## config.mk

```make
export PLATFORM = sky130hd
export DESIGN_NAME = cjb_nbit_demux1to4_buf_v
export DESIGN_NICKNAME = d
export VERILOG_FILES = /design/src/rtl/cjb_nbit_demux1to4_buf_v.sv
export SDC_FILE = /design/constraint.sdc
export NUM_CORES = 1
export LEC_CHECK = 0
export ABC_AREA = 0
export CAP_MARGIN = 15
export CORE_MARGIN = 5
export CORE_UTILIZATION = 53
export CTS_CLUSTER_SIZE = 14
export DETAILED_ROUTE_END_ITERATION = 10
export HOLD_SLACK_MARGIN = 0.15
export PLACE_DENSITY = 0.81
export SLEW_MARGIN = 20
export SYNTH_ARGS = -nofsm -noshare
export SYNTH_HDL_FRONTEND = slang
export SYNTH_SLANG_ARGS = --single-unit
```

## constraint.sdc

```tcl
create_clock -name clock -period 2.25 [get_ports clock]
set_clock_uncertainty 0.1 [all_clocks]
set_input_delay 0.45 -clock clock [delete_from_list [all_inputs] [get_ports clock]]
set_output_delay 0.45 -clock clock [all_outputs]
set_load 0.01 [all_outputs]
```

## src/rtl/cjb_nbit_demux1to4_buf_v.sv

```systemverilog
// cjb_nbit_demux1to4_buf_v
//
// Buffered n-bit 1-to-4 demultiplexer. Each accepted input word is steered
// by s into one of four independent 2-entry FIFOs; every channel has its own
// valid/ready handshake toward its consumer, so a stalled consumer never
// blocks or reorders traffic on the other channels.
//
// Ports:
//   clock          rising-edge clock
//   resetn         asynchronous active-low reset
//   d [n-1:0]      input data word
//   s [1:0]        channel select for d
//   in_valid       d/s valid
//   in_ready       channel s has a free slot (registered occupancy only)
//   f0..f3 [n-1:0] head word of each channel FIFO
//   out_valid[3:0] bit k: fk valid
//   out_ready[3:0] bit k: consumer k takes fk
//
// Build option:
//   CJB_DEMUX_ZERO_IDLE_EN  defined   -> fk forced to zero while out_valid[k]=0
//                           undefined -> fk shows head storage (stale after drain)
//
// Per-channel occupancy states:
//   state | meaning
//   EMPTY | no word buffered, out_valid low
//   ONE   | head word in e0
//   FULL  | head in e0, second word in e1, in_ready low for this channel

module cjb_nbit_demux1to4_buf_v #(
  parameter int n = 8
) (
  input  logic         clock,
  input  logic         resetn,
  input  logic [n-1:0] d,
  input  logic [1:0]   s,
  input  logic         in_valid,
  output logic         in_ready,
  output logic [n-1:0] f3,
  output logic [n-1:0] f2,
  output logic [n-1:0] f1,
  output logic [n-1:0] f0,
  output logic [3:0]   out_valid,
  input  logic [3:0]   out_ready
);

  typedef enum logic [1:0] {
    EMPTY = 2'd0,
    ONE   = 2'd1,
    FULL  = 2'd2
  } occ_t;

  occ_t         occ_q [4];
  occ_t         occ_d [4];
  logic [n-1:0] e0_q  [4];
  logic [n-1:0] e0_d  [4];
  logic [n-1:0] e1_q  [4];
  logic [n-1:0] e1_d  [4];
  logic [n-1:0] head  [4];
  logic [3:0]   push;
  logic [3:0]   pop;

  // Ready is a pure function of the select and registered occupancy, so no
  // combinational path exists from out_ready back to in_ready.
  assign in_ready = (occ_q[s] != FULL);

  always_comb begin
    out_valid = '0;
    push      = '0;
    pop       = '0;
    for (int k = 0; k < 4; k++) begin
      out_valid[k] = (occ_q[k] != EMPTY);
      push[k]      = in_valid && in_ready && (s == 2'(k));
      pop[k]       = out_valid[k] && out_ready[k];
    end
  end

  always_comb begin
    for (int k = 0; k < 4; k++) begin
      occ_d[k] = occ_q[k];
      e0_d[k]  = e0_q[k];
      e1_d[k]  = e1_q[k];
      case (occ_q[k])
        EMPTY: begin
          if (push[k]) begin
            occ_d[k] = ONE;
            e0_d[k]  = d;
          end
        end
        ONE: begin
          // Push with same-edge pop: the new word replaces the departing head.
          if (push[k] && pop[k]) begin
            e0_d[k] = d;
          end else if (push[k]) begin
            occ_d[k] = FULL;
            e1_d[k]  = d;
          end else if (pop[k]) begin
            occ_d[k] = EMPTY;
          end
        end
        FULL: begin
          if (pop[k]) begin
            occ_d[k] = ONE;
            e0_d[k]  = e1_q[k];
          end
        end
        default: begin
          occ_d[k] = EMPTY;
        end
      endcase
    end
  end

  always_ff @(posedge clock or negedge resetn) begin
    if (!resetn) begin
      for (int k = 0; k < 4; k++) begin
        occ_q[k] <= EMPTY;
        e0_q[k]  <= '0;
        e1_q[k]  <= '0;
      end
    end else begin
      for (int k = 0; k < 4; k++) begin
        occ_q[k] <= occ_d[k];
        e0_q[k]  <= e0_d[k];
        e1_q[k]  <= e1_d[k];
      end
    end
  end

  always_comb begin
    for (int k = 0; k < 4; k++) begin
`ifdef CJB_DEMUX_ZERO_IDLE_EN
      head[k] = out_valid[k] ? e0_q[k] : '0;
`else
      head[k] = e0_q[k];
`endif
    end
  end

  assign f0 = head[0];
  assign f1 = head[1];
  assign f2 = head[2];
  assign f3 = head[3];

endmodule

```

# Yosys cells after proc, flatten, opt, wreduce, memory -nomap -nowiden
# Cells that the tools add are included.
word_totals:
  ff_bits: 72
  latch_bits: 0
  output_inout_bits: 37
  elab_cells: 131
  input_bits: 17
  mem_count: 0
  ramBits: 0
  romBits: 0
classes:
  addsub: 0
  n_lt_le_gt_ge: 1
  div: 0
  shifts: 0
  mul: 0
  n_reduce_logical: 38
  n_eq_ne: 32
  n_bitwise: 5
  n_mux: 43
ops:
  columns: ["op", "n"]
  rows:
  - ["$mux 8", 12]
  - ["$pmux 8 s3", 4]
  - ["$mux 2", 22]
  - ["$ne 2x2->1 const B", 17]
  - ["$reduce_and 4->1", 8]
  - ["$pmux 2 s3", 4]
  - ["$logic_and 1x1->1", 13]
  - ["$eq 2x2->1 const B", 6]
  - ["$ne 3x3->1 const B", 4]
  - ["$reduce_and 3->1", 4]
  - ["$reduce_bool 3->1", 4]
  - ["$eq 2x1->1 const B", 5]
  - ["$logic_not 2->1", 5]
  - ["$reduce_bool 2->1", 4]
  - ["$bmux 2 s2", 1]
  - ["$not 1->1", 4]
  - ["$ge 3x3->1 const B", 1]
  - ["$not 2->3", 1]

# Depth between registers and ports, before layout
# Gate-level depths: netlist of run 1.
depth:
  ltp_word: 10
  ltp_mapped: 6
  ltp_nobuf: 3

# Least setup slack after synthesis of run 1
# No wires, ideal clock.
synth_path:
  path_type: "in2reg"
  from: "input port in_valid"
  to: "register e1_q[24] (netlist bit)"
  cell_stages: 6
  setup_ns: 0.125
  path_slack_ns: 0.310
  required_ns: 2.025
  n_path_buf: 3
  t_arrival_ns: 1.715
  cell_sequence: "buf_4 -> or4b_1 -> buf_2 -> nand2b_4 -> buf_6 -> mux2_4"
synth_via:
  elab_chain_len: 5
synth_lines:
  columns: ["element", "line", "text"]
  rows:
  - ["from (decl)", "36", "input logic in_valid,"]
  - ["$logic_and 1x1->1 * (2 in a row)", "72", "push[k] = in_valid && in_ready && (s == 2'(k));"]
  - ["$logic_and 1x1->1", "91", "if (push[k] && pop[k]) begin"]
  - ["$not 1->1 (no line)", null, null]
  - ["$reduce_and 3->1 (no line) *", null, null]
  - ["to (signal, indexed assignment)", "124", "e1_q[k] <= e1_d[k];"]
  - ["to (decl)", "56", "logic [n-1:0] e1_q [4];"]
# Every way passes the cells marked *; elsewhere a longest branch is shown, timed or not.
# A chain may end at the register's enable or synchronous reset.

# Worst setup path after layout of run 1
layout_path:
  from: "input port s[1]"
  to: "output port in_ready"
layout_via:
  elab_chain_len: 5
layout_lines:
  columns: ["element", "line", "text"]
  rows:
  - ["from (decl)", "35", "input logic [1:0] s,"]
  - ["$not 2->3 (implied by the code)", "64", "assign in_ready = (occ_q[s] != FULL);"]
  - ["$bmux 2 s2", "64", null]
  - ["$mux 2 (implied by the code) (2 in a row)", "64", null]
  - ["$ne 2x2->1", "64", null]
  - ["to (decl)", "37", "output logic in_ready,"]
# Every way passes these cells. The select of a mux whose other input is x is not followed.

==> results of run 1 <==
[metal layers]
| metal | vias to the layer above | wire [µm] |
|---|---|---|
| met2 | 75 | 3402 |
| met5 | - | 0 |
| met1 | 1194 | 3483 |
| met3 | 14 | 426 |
| met4 | 0 | 153 |
| li1 | 1160 | - |
[stage by stage]
step	hold WS (ns)	power, mW	utilization, %
after floorplan	0.05441	2.307	-
after global placement	0.3612	2.814	65.44
after detailed placement	0.3690	2.862	65.44
after CTS	0.4079	3.754	68.26
after global routing	0.4174	3.935	68.22
final	0.4048	3.719	68.22
[cells by family (layout without fill, tap and decap cells)]
kind of cell | count (synthesis) | after routing
compound gates | 78 | 78
flops | 72 | 72
mux | 52 | 52
simple gates | 39 | 39
buf+inv | 29 | 104
[flip-flops by register name (all words and copies together) (netlist names)]
name   cells
occ_q      8
f0         8
f3         8
f1         8
e1_q      32
f2         8
[final cells by class]
type	count	area [µm²]
Timing Repair Buffer	81	760.7
Multi-Input combinational cell	169	1403
Sequential cell	72	1802
Clock buffer	15	166.4
Tap cell	77	96.34
Inverter	8	30.03
Fill cell	453	1983
[worst min path at each step]
stage	from	to	slack, ns
after CTS	e1_q[5]	e1_q[5]	0.41
after detailed placement	resetn	f0[2]	0.37
final	e1_q[5]	e1_q[5]	0.40
after global placement	resetn	f0[6]	0.36
after floorplan	resetn	e1_q[0]	0.05
after global routing	e1_q[5]	e1_q[5]	0.42
[power by group]
part           internal [mW]  switching, mW
combinational          0.633          0.394
clock                  0.457          0.431
sequential              1.63          0.179
total                   2.72           1.00
[what timing repair did]
item | in CTS | in global routing
hold endpoints to repair | 21 | 0
endpoints found under the setup margin | 1 | 2
resized for setup | 2 | 2
pin swaps | 0 | 0
hold buffers | 1 | 0
[critical path, stage by stage]
cell and delay (ns):
clkdlybuf4s50_1 0.51, mux4_2 0.49, clkbuf_2 0.14
[cell usage in the layout, fill, tap and decap left out, drive strengths merged]
master         instances
nand3b                 6
nand2                  8
nor2b                  5
mux4                   1
nand2b                 6
clkdlybuf4s50         50
dlygate4sd3            1
buf                   28
dfrtp                 72
nand4bb                2
a21o                   3
dlymetal6s2s           1
or4b                   1
nand3                  1
o31ai                  1
a21oi                 36
a31oi                  8
or3b                   3
mux2                  48
o22ai                  1
o21a                   1
mux2i                  3
o32ai                 24
nor4bb                 3
or2                    4
inv                    8
o21ai                  4
clkbuf                16
==> metrics.txt, run 1 <==
Hold Violations, Final=0; Synth Area in Adders=0%; xor/xnor share of the synthesized area=0%; critical path launch point type=input port; worst path required time=1.70 ns; Mapped Area=0.003338 mm²; Avg WL per Cell=17.69 µm; Diodes inserted=0; number of remaining DRC errors=0; Layout area overhead=27.55%; DP HPWL=5206 µm; initial antenna violation count=0; vias in the first global route=2457; Worst setup EP type=output port; sequential share of the synthesized area=53.97%; DR iter-0 viols=136; Async SR Flop Fraction=100.0%; pre-CTS setup slack=-0.2354 ns; starting density of the core=53.49%; CP Capture Point=in_ready; Worst Hold Class=reg -> reg; largest family of logic cells by synthesized area=multiplexers; met3 usage=4.700%; Post-synth top cells=72 x dfrtp_1, 40 x mux2_2, 36 x a21oi_1; core region area=0.006241 mm²; run status=finished, final reports clean; Synth area leader=dfrtp_1; Post-Synth Simple-Gate Area=8.096%; die area=0.007986 mm²; H-tree Lvls=3; Die Y=89.37 µm; portion of netlist area occupied by mux cells=18.67%; layout net count=358; met1 GRT Util=29.30%; Vias/cell=5.789; PortBufs=53; Overflow after GRT=0; Max VDD drop=572.4 µV; syn_nets=287; RR Endpoint=f0[4]; first-pass GRT wire length=12330 µm; number of max-cap violations=0; crit share post-route=95.09%; most frequent cell after synthesis=dfrtp_1; share of layout cells above drive strength 1=28.12%; Post-Route WL=7465 µm; Worst-Skew Late Latency=0.33 ns; aggregate negative setup slack=0 ns; most used routing layer in global routing=met2; largest net degree at the start of global routing=33; Post-synth EDFFs=0; # clock sinks=72; CTS Buffer Depth=2; share of the synthesized area in the top cell type=53.97%; row cnt=29; Leak=1.874 nW; pwr dens=873.3 mW/mm²; # placed instances=406; Worst-Margin Slew=0.5672 ns; GRT Util Overall=20.62%; top post-synthesis cells by area=dfrtp_1 54%, mux2_2 13%, o32ai_1 6.3%, a21oi_1 5.4%, mux2_4 3.6%; RSZ-0062 raised after global routing=false; cell area after layout=0.004258 mm²; Worst Reg-to-Reg Cells=4; Placement Cell Area=0.004084 mm²; Crit. Startpoint=s[1]; DR vias=2443; Yosys warnings=0; met2 Track Usage GR=30.61%; TritonCTS clock tree=done; Syn Area/Cell=12.36 µm²; worst r2r src=occ_q[7]; TritonRoute pass-1 iters=4; TritonCTS Buffers=9; Arr. time, crit path=1.59 ns; post-synthesis compound-gate area fraction=15.25%; Final setup viols=0; final std cells w/o fill=422; Hold Path Cell Cnt=1; Ports=54; Final WS setup=0.1104 ns; Yosys reg bits=72; number of distinct library cells after synthesis=31; worst reg2reg setup slack=0.38 ns; Reg clk slew, reported paths=0.07 ns; Synth Instances=270; GP Congestion=0.7845; Final ANT Viol Nets=0; root buf cell=clkbuf_8; CP Max Fanout=2; Top FF cell, synth=dfrtp_1; slew margin rel.=62.19%; Slew Viols, Final=0; Die Width=89.37 µm; Fmax=0.4674 GHz; kind of critical path=in -> out; fin crit period=2.140 ns; Post-CTS Setup Repair Bufs=0
Note: power is estimated with default switching activity, not from simulation.
==> run 2, diff against run 1 <==
CORE_UTILIZATION = 55   (was 53)
CTS_BUF_LIST = sky130_fd_sc_hd__clkbuf_8   (was default)
PLACE_DENSITY = 0.84   (was 0.81)
==> run 2 against run 1 <==
Effect of this change:
- sequential share of layout area is 0.41 points lower
- via count increased by 3.4%
- largest power group unchanged
- worst setup slack got worse by 0.050 ns
- clock-buffer cell count shrank 3
- wire length increased by 3.9%
==> metrics.txt, run 2 (synthesis results as in run 1) <==
layout net count=361 (was 358); Post-Route WL=7759 µm (was 7465 µm); share of layout cells above drive strength 1=30.37% (was 28.12%); number of remaining DRC errors=0 (unchanged); CTS Buffer Depth=2 (unchanged); commonest cells after routing, fill and taps aside=72 x dfrtp_1, 49 x clkdlybuf4s50_1, 40 x mux2_2 (was 72 x dfrtp_1, 50 x clkdlybuf4s50_1, 40 x mux2_2); cell-internal power=2.743 mW (was 2.716 mW); Fmax=0.4567 GHz (was 0.4674 GHz); Final WS setup=0.06039 ns (was 0.1104 ns); sequential share of power=47.8% (was 48.5%); # clock sinks=72 (unchanged); met1 GRT Util=32.23% (was 29.30%); met2 Track Usage GR=32.67% (was 30.61%); fin crit period=2.190 ns (was 2.140 ns); initial antenna violation count=0 (unchanged); pwr dens=880.6 mW/mm² (was 873.3 mW/mm²); Vias/cell=5.960 (was 5.789); worst reg2reg setup slack=0.32 ns (was 0.38 ns); area of the multi-input gates=0.001425 mm² (was 0.001403 mm²); final std cells w/o fill=424 (was 422); Layout area overhead=28.79% (was 27.55%); Switching Fraction=27.56% (was 26.97%); critical path launch point type=register (was input port); Hold Violations, Final=0 (unchanged); crit share post-route=97.32% (was 95.09%); first-pass GRT wire length=12940 µm (was 12330 µm); met3 usage=3.104% (was 4.700%); Worst Hold Class=in -> async (was reg -> reg); Cell Chain, Critical Path=nand2b_4 > mux4_2 > clkdlybuf4s15_2 (was clkdlybuf4s50_1 > mux4_2 > clkbuf_2); Overall Power=3.786 mW (was 3.719 mW); DP HPWL=5279 µm (was 5206 µm); commonest non-fill, non-tap cell in the layout=dfrtp_1 (unchanged); Arr. time, crit path=1.64 ns (was 1.59 ns); Worst Reg-to-Reg Cells=4 (unchanged); # placed instances=407 (was 406); clock power share=24.9% (was 23.9%); PortBufs=53 (unchanged); Slew Viols, Final=0 (unchanged); most used routing layer in global routing=met2 (unchanged); largest register by flop count=e1_q (unchanged); root buf cell=clkbuf_8 (unchanged); max incr delay on CP=0.46 ns (was 0.51 ns); DR vias=2527 (was 2443); DR iter-0 viols=151 (was 136); starting density of the core=56.38% (was 53.49%); core region area=0.005921 mm² (was 0.006241 mm²); RSZ-0062 raised after global routing=false (unchanged); TritonCTS clock tree=done (unchanged); Die Width=87.91 µm (was 89.37 µm); aggregate negative setup slack=0 ns (unchanged); Reg clk slew, reported paths=0.07 ns (about the same); H-tree Lvls=3 (unchanged); Max VDD drop=487.6 µV (was 572.4 µV); die area=0.007727 mm² (was 0.007986 mm²); GP Congestion=0.8177 (was 0.7845); Reg area=0.001802 mm² (unchanged); Post-CTS Setup Repair Bufs=0 (unchanged); slew margin rel.=65.11% (was 62.19%); Placement Cell Area=0.004079 mm² (was 0.004084 mm²); slowest CP cell=mux4_2 (was clkdlybuf4s50_1); Worst setup EP type=output port (unchanged); worst r2r src=occ_q[7] (unchanged); run status=finished, final reports clean (unchanged); final core utilization=72.61% (was 68.22%); Worst-Skew Late Latency=0.35 ns (was 0.33 ns); vias in the first global route=2531 (was 2457); Final setup viols=0 (unchanged); largest net degree at the start of global routing=42 (was 33); worst path required time=1.70 ns (about the same); TritonRoute pass-1 iters=4 (unchanged); row cnt=28 (was 29); Avg WL per Cell=18.30 µm (was 17.69 µm); Net Switching=1.043 mW (was 1.003 mW); WHS=0.3346 ns (was 0.4048 ns); Final ANT Viol Nets=0 (unchanged); Leak=1.909 nW (was 1.874 nW); pre-CTS setup slack=-0.2721 ns (was -0.2354 ns); combinational share of power=27.4% (was 27.6%); Largest register FFs=32 (unchanged); Overflow after GRT=0 (unchanged); Die Y=87.91 µm (was 89.37 µm); Worst-Margin Slew=0.5234 ns (was 0.5672 ns); cell area after layout=0.004299 mm² (was 0.004258 mm²); GRT Util Overall=22.13% (was 20.62%); kind of critical path=reg -> out (was in -> out); fill cell count=419 (was 453); CP Capture Point=in_ready (unchanged); Ports=54 (unchanged); TritonCTS Buffers=9 (unchanged); number of max-cap violations=0 (unchanged); Crit. Startpoint=occ_q[4] (was s[1]); CP Max Fanout=6 (was 2); RR Endpoint=f0[5] (was f0[4]); Diodes inserted=0 (unchanged)
-- run 2: per-layer routing --
metal  up-vias  routed length (µm)  part of all wire, %
li1       1171                   -                    -
met1      1261                3470                   45
met2        85                3661                   47
met3        10                 468                  6.0
met4         0                 159                  2.0
met5         -                   0                    0
-- run 2: power by group through the flow --
| stage | Combinational [mW] | Clock [mW] | Sequential, mW |
|---|---|---|---|
| 3_5_place_dp | 1.04 | 0 | 1.83 |
| 2_1_floorplan | 0.440 | 0 | 1.87 |
| 3_3_place_gp | 1.01 | 0 | 1.81 |
| 5_1_grt | 1.12 | 1.02 | 1.85 |
| 4_1_cts | 1.05 | 0.958 | 1.81 |
| 6_report | 1.04 | 0.941 | 1.81 |
-- run 2: worst min path at each step --
stage / startpoint / to / cells past startpoint
3_5_place_dp: resetn / f3[0] / 1
5_1_grt: resetn / f3[0] / 2
2_1_floorplan: resetn / e1_q[0] / 0
6_report: resetn / f3[0] / 2
3_3_place_gp: resetn / f3[0] / 1
4_1_cts: resetn / f3[0] / 2
-- run 2: critical path, delay by kind of cell (launching register included) --
kind	cells	cell delay [ns]
multiplexers	1	0.46
flip-flops	1	0.43
buffers and inverters	1	0.24
AND/OR/NAND/NOR	1	0.17
-- run 2: timing repair --
item / 4_1_cts / 5_1_grt
cloned: 0 / 0
setup endpoints to repair: 1 / 2
resized for setup: 5 / 3
hold buffers: 1 / 0
hold endpoints to repair: 66 / 0
-- run 2: layout make-up --
class,count,area share [%]
sequential,72,41.91
multi-input combinational,169,33.15
timing repair buffer,84,17.75
clock buffer,12,3.842
tap,75,2.183
inverter,8,0.6985
clock inverter,4,0.4657
